File: config.mk
export PLATFORM = sky130hd
export DESIGN_NAME = mult_limb_seq
export DESIGN_NICKNAME = d
export VERILOG_FILES = /design/src/rtl/mult_limb_seq.sv
export SDC_FILE = /design/constraint.sdc
export NUM_CORES = 2
export LEC_CHECK = 0
export CORE_AREA = 3 3 476 478
export DETAILED_ROUTE_END_ITERATION = 6
export DIE_AREA = 0 0 479 481
export PLACE_DENSITY = 0.5
export SLEW_MARGIN = 20
export SYNTH_ARGS = -nofsm -noshare
export SYNTH_HDL_FRONTEND = slang
export SYNTH_SLANG_ARGS = --single-unit
File: constraint.sdc
create_clock -name clk -period 51.9 [get_ports clk]
set_clock_uncertainty 0.05 [all_clocks]
set_input_delay 7.785 -clock clk [delete_from_list [all_inputs] [get_ports clk]]
set_output_delay 7.785 -clock clk [all_outputs]
set_load 0.005 [all_outputs]
File: src/rtl/mult_limb_seq.sv
// mult_limb_seq: sequences a wide A_W x (LIMB_W*NUM_LIMBS) unsigned multiply
// onto one external A_W x LIMB_W multiplier with MULT_LAT cycles of latency.
// One limb of b is issued per cycle. A tag pipe tracks which limb each
// in-flight product belongs to, and the shifted partial products are
// accumulated into a full-precision result.
// Optional feature macro: MULT_SKIP_ZERO_LIMB_EN (skip all-zero limbs of b).
module mult_limb_seq #(
  parameter int A_W       = 149,
  parameter int LIMB_W    = 64,
  parameter int NUM_LIMBS = 4,
  parameter int MULT_LAT  = 0
) (
  input  logic                          clk,
  input  logic                          rst,
  input  logic                          in_valid,
  output logic                          in_ready,
  input  logic [A_W-1:0]                in_a,
  input  logic [LIMB_W*NUM_LIMBS-1:0]   in_b,
  output logic [A_W-1:0]                mul_a,
  output logic [LIMB_W-1:0]             mul_b,
  input  logic [A_W+LIMB_W-1:0]         mul_p,
  output logic                          out_valid,
  input  logic                          out_ready,
  output logic [A_W+LIMB_W*NUM_LIMBS-1:0] out_p,
  output logic                          busy
);

  localparam int B_W = LIMB_W * NUM_LIMBS;
  localparam int P_W = A_W + B_W;
  localparam int CW  = (NUM_LIMBS > 1) ? $clog2(NUM_LIMBS) : 1;

  localparam logic [1:0] IDLE  = 2'd0;
  localparam logic [1:0] ISSUE = 2'd1;
  localparam logic [1:0] DRAIN = 2'd2;
  localparam logic [1:0] DONE  = 2'd3;

  logic [1:0]     state;
  logic [A_W-1:0] a_reg;
  logic [B_W-1:0] b_reg;
  logic [P_W-1:0] acc;
  logic           accept;
  logic           issue;
  logic [CW-1:0]  cur;         // limb index issued this cycle
  logic           last_issue;  // this cycle issues the final limb
  logic           tag_v;
  logic [CW-1:0]  tag_idx;
  logic           pipe_pending; // tags still in flight beyond the one emerging now

  assign in_ready  = (state == IDLE);
  assign out_valid = (state == DONE);
  assign busy      = (state != IDLE);
  assign out_p     = acc;
  assign accept    = in_valid && in_ready;
  assign issue     = (state == ISSUE);
  assign mul_a     = issue ? a_reg : '0;
  assign mul_b     = issue ? b_reg[cur*LIMB_W +: LIMB_W] : '0;

`ifdef MULT_SKIP_ZERO_LIMB_EN
  logic [NUM_LIMBS-1:0] in_mask;
  logic [NUM_LIMBS-1:0] rem;
  logic                 found;

  // Nonzero mask of the incoming b limbs
  always_comb begin
    in_mask = '0;
    for (int unsigned k = 0; k < NUM_LIMBS; k++) in_mask[k] = |in_b[k*LIMB_W +: LIMB_W];
  end

  // Priority encoder: lowest remaining nonzero limb is issued next
  always_comb begin
    cur   = '0;
    found = 1'b0;
    for (int unsigned k = 0; k < NUM_LIMBS; k++) begin
      if (rem[k] && !found) begin
        cur   = CW'(k);
        found = 1'b1;
      end
    end
  end

  // rem & (rem-1) drops the lowest set bit, i.e. the limb being issued
  assign last_issue = ((rem & (rem - 1'b1)) == '0);

  // Remaining-limb mask
  always_ff @(posedge clk or posedge rst) begin
    if (rst)         rem <= '0;
    else if (accept) rem <= in_mask;
    else if (issue)  rem <= rem & (rem - 1'b1);
  end
`else
  logic [CW-1:0] cnt;

  assign cur        = cnt;
  assign last_issue = (cnt == CW'(NUM_LIMBS - 1));

  // Limb counter
  always_ff @(posedge clk or posedge rst) begin
    if (rst)                      cnt <= '0;
    else if (accept)              cnt <= '0;
    else if (issue && last_issue) cnt <= '0;
    else if (issue)               cnt <= cnt + 1'b1;
  end
`endif

  generate
    if (MULT_LAT == 0) begin : g_tag_comb
      assign tag_v        = issue;
      assign tag_idx      = cur;
      assign pipe_pending = 1'b0;
    end else begin : g_tag_pipe
      logic [MULT_LAT-1:0] pv;
      logic [CW-1:0]       pi [MULT_LAT];

      // Shift (valid, idx) tags alongside the multiplier pipeline
      always_ff @(posedge clk or posedge rst) begin
        if (rst) begin
          pv <= '0;
          for (int unsigned i = 0; i < MULT_LAT; i++) pi[i] <= '0;
        end else begin
          pv[0] <= issue;
          pi[0] <= cur;
          for (int unsigned i = 1; i < MULT_LAT; i++) begin
            pv[i] <= pv[i-1];
            pi[i] <= pi[i-1];
          end
        end
      end

      assign tag_v   = pv[MULT_LAT-1];
      assign tag_idx = pi[MULT_LAT-1];

      // Any tag behind the output stage means more products are coming
      always_comb begin
        pipe_pending = 1'b0;
        for (int unsigned i = 0; i + 1 < MULT_LAT; i++) pipe_pending = pipe_pending | pv[i];
      end
    end
  endgenerate

  // Control FSM. Leaving ISSUE/DRAIN on the same edge that accumulates the
  // last product lets out_valid rise in cycle K+MULT_LAT+1.
  always_ff @(posedge clk or posedge rst) begin
    if (rst) begin
      state <= IDLE;
    end else begin
      case (state)
        IDLE: if (accept) begin
`ifdef MULT_SKIP_ZERO_LIMB_EN
          state <= (in_mask == '0) ? DONE : ISSUE;
`else
          state <= ISSUE;
`endif
        end
        ISSUE: if (last_issue) state <= (MULT_LAT == 0) ? DONE : DRAIN;
        DRAIN: if (!pipe_pending) state <= DONE;
        DONE:  if (out_ready) state <= IDLE;
        default: state <= IDLE;
      endcase
    end
  end

  // Operand capture and partial-product accumulation
  always_ff @(posedge clk or posedge rst) begin
    if (rst) begin
      a_reg <= '0;
      b_reg <= '0;
      acc   <= '0;
    end else if (accept) begin
      a_reg <= in_a;
      b_reg <= in_b;
      acc   <= '0;
    end else if (tag_v) begin
      acc <= acc + (P_W'(mul_p) << (tag_idx * LIMB_W));
    end
  end

endmodule

==> metrics.csv <==
stage,metric,value,unit
synthesis,post-synthesis instance total,9391,
global_route,first-pass GRT wire length,684,mm
placed_design,Post-DP HPWL,436,mm
clocking,TritonCTS Buffers,106,
synthesis,"top cells by count, synth","2098 x nand2_1, 943 x nor2_1, 927 x a21oi_1",
clocking,setup repair bufs after CTS,0,
placed_design,IO Port Bufs,1242,
timing,Worst Tran Pin Value,1.33,ns
timing,Fin. Hold Viols,0,
cells_and_area,NumNets Final,11369,
cells_and_area,number of flip-flops in the largest register,405,
route,DRT antenna net count,0,
synthesis,"FF+latch count, synth",814,
cells_and_area,final core utilization,0.402,
synthesis,Synth warnings,0,
timing,Relative slew margins,0.104,
timing,Final setup violation count,0,
route,initial DRC count,9309,
route,DRC viols,0,
critical_path,Critical Path Sink Type,flop,
critical_path,WS Path Type,in2reg,
timing,Setup TNS Final,0,ns
floorplanning,Core ar.,0.222,sq mm
run,max-cap viol count,0,
synthesis,sequential share of the synthesized area,0.289,
synthesis,leading area contributor after synthesis,dfrtp_1,
synthesis,Async SR Flop Fraction,1.00,
synthesis,Mapped Nets,10423,
floorplanning,die area,0.230,sq mm
floorplanning,# IOs,1243,
worst_hold_path,Hold WC Path Type,reg2reg,
route,Routed Wire Length,519,mm
critical_path,CP max-delay cell,clkdlybuf4s50_1,
power,leakage,37.9,nW
cells_and_area,Final Cell Area,0.0894,sq mm
global_route,remaining global-route overflow,0,
power,peak supply drop,0.0000529,V
cells_and_area,Area growth syn-to-layout,26.8,%
floorplanning,height of the die,481,um
timing,final worst path period share,0.300,
critical_path,Startpoint Class,primary input,
floorplanning,Starting Density,0.317,
power,power per cell area,81.9,mW/mm^2
global_route,initial antenna violation count,91,
timing,fin. max-slew vios,0,
placed_design,final RePlAce weighted congestion,1.12,
clocking,Clock transition at path regs,0.06,ns
clocking,CTS tree,done,
clocking,cts hold-fix bufs,0,
placed_design,Post-DP Area,0.0857,sq mm
synthesis,Syn Area/Cell,7.51,sq um
critical_path,data required time at the worst endpoint,52.52,ns
global_route,largest net degree at the start of global routing,170,
timing,final hold slack,0.415,ns
synthesis,Netlist cell types,117,
clocking,post_cts resized,0,
synthesis,Post-Syn Area,0.0706,sq mm
floorplanning,num rows,173,
timing,RSZ-0062 raised after global routing,no,
global_route,Total GRT Usage,0.431,
critical_path,crit path max fanout,5,
clocking,H-tree depth,3,
critical_path,CP cell instances,"clkdlybuf4s50_1, and2_1, ha_1, inv_1, fa_1, nand2b_1, a21oi_1, o21ai_1, a211oi_1, o211ai_1, o31ai_1, a41oi_1, nand4b_1, o31ai_1, a31oi_1, inv_1, a21o_1, a21boi_0, o21ai_0, a21boi_0, xnor2_1, mux2i_1, nor2_1",
route,via/cell ratio,6.05,
status,status,"finished, final reports clean",
critical_path,CP peak stage delay,0.86,ns
timing,Tmin final,15.58,ns
route,Vias,81371,
clocking,worst-skew pair later-pin latency,0.84,ns
route,average wire per standard cell,38.6,um
clocking,clk sinks,814,
global_route,vias in the first global route,77592,
clocking,clock root buffer,clkbuf_16,
cells_and_area,Fillers,23227,
power,Design Power,7.33,mW
synthesis,top cell type's share of synthesized area,0.289,
timing,Fmax,0.0642,GHz
critical_path,WP data arrival,16.20,ns
clocking,Clock Path Buffers,3,
synthesis,most common cell in the netlist,nand2_1,
synthesis,synth top area cells,"dfrtp_1 29%, nand2_1 11%, ha_1 7.3%",
route,drt first pass iters,6,
cells_and_area,share of cells above drive strength 1,0.0523,
floorplanning,Die X,479,um
synthesis,Post-synth EDFFs,0,
synthesis,Most used DFF post-synth,dfrtp_1,
==> final cells by class <==
type,instances,area (sq um),share of cell area
Multi-Input combinational cell,7915,47800,0.534
Inverter,153,587,0.00656
Antenna cell,45,113,0.00126
Clock buffer,151,3040,0.0340
Clock inverter,39,532,0.00595
Timing Repair Buffer,1347,13300,0.149
Sequential cell,814,20400,0.228
Tap cell,2975,3720,0.0416
==> metal layers <==
| layer | vias up | wire length (um) | GRT usage |
|---|---|---|---|
| li1 | 35016 | - | - |
| met1 | 40155 | 195000 | 0.503 |
| met2 | 4786 | 220000 | 0.646 |
| met3 | 1342 | 48900 | 0.127 |
| met4 | 72 | 54300 | 0.374 |
| met5 | - | 552 | 0 |
==> metrics by stage <==
| stage | instances | setup WS, ns |
|---|---|---|
| after floorplan | 9391 | 21.20 |
| after global placement | 13204 | 35.93 |
| after detailed placement | 13204 | 35.90 |
| after CTS | 13394 | 36.67 |
| after global routing | 13406 | 36.33 |
| final | 13439 | 36.32 |
==> power breakdown <==
group | switching [mW] | total (mW) | internal, mW
clock network | 0.348 | 0.787 | 0.439
logic | 3.42 | 5.20 | 1.77
registers | 0.408 | 1.34 | 0.935
total | 4.18 | 7.33 | 3.15
==> critical path, delay by kind of cell <==
| kind | cells | cell delay, ns |
|---|---|---|
| xor gates and xnor gates | 1 | 0.17 |
| and+or+nand+nor | 4 | 1.25 |
| AOI/OAI and AO/OA | 12 | 5.13 |
| adders and majority gates | 2 | 0.64 |
| buffers and inverters | 3 | 1.05 |
| muxes | 1 | 0.14 |
==> cells by family (layout without fill, tap and decap cells) <==
group | Yosys count | after routing | synth area share
buf+inv | 662 | 1690 | 0.0361
compound gates | 2515 | 2515 | 0.218
other cells | 0 | 45 | 0
simple gates | 4137 | 4137 | 0.258
mux | 457 | 457 | 0.0773
fa+ha+maj | 410 | 410 | 0.0728
flops | 814 | 814 | 0.289
xor+xnor | 396 | 396 | 0.0492
==> final timing paths <==
| kind | start | to | slack [ns] | depth (start not counted) |
|---|---|---|---|---|
| min in group asynchronous | rst | out_p[231]$_DFFE_PP0P_ | 7.33 | 2 |
| worst min register to register | a_reg[86]$_DFFE_PP0P_ | a_reg[86]$_DFFE_PP0P_ | 0.41 | 2 |
| worst max register to register | cnt[0]$_DFFE_PP0P_ | out_p[384]$_DFFE_PP0P_ | 41.37 | 24 |
| max in group asynchronous | rst | a_reg[111]$_DFFE_PP0P_ | 40.17 | 7 |
| worst min-delay path | a_reg[86]$_DFFE_PP0P_ | a_reg[86]$_DFFE_PP0P_ | 0.41 | 2 |
| worst max-delay path | mul_p[0] | out_p[324]$_DFFE_PP0P_ | 36.32 | 23 |
==> cell usage in the layout, fill, tap and decap left out, types with 24 or more instances in the layout <==
master,n
a211oi_1,28
a21boi_0,53
a21o_1,125
a21oi_1,923
a22o_1,111
a31oi_1,65
and2_1,293
and3_1,83
buf_4,97
clkbuf_16,106
clkdlybuf4s50_1,1242
dfrtp_1,812
diode_2,45
ha_1,408
inv_1,150
mux2_2,64
mux2i_1,327
mux4_2,64
nand2_1,2096
nand2b_1,36
nand3_1,53
nand4_1,246
nor2_1,939
nor2b_1,89
nor3_1,121
nor4_1,56
o21a_1,97
o21ai_0,716
o21ai_1,24
o21bai_1,132
o31ai_1,35
or2_2,25
or3_1,26
xnor2_1,280
xor2_1,116
No activity file was read; power rests on OpenSTA's default activity.
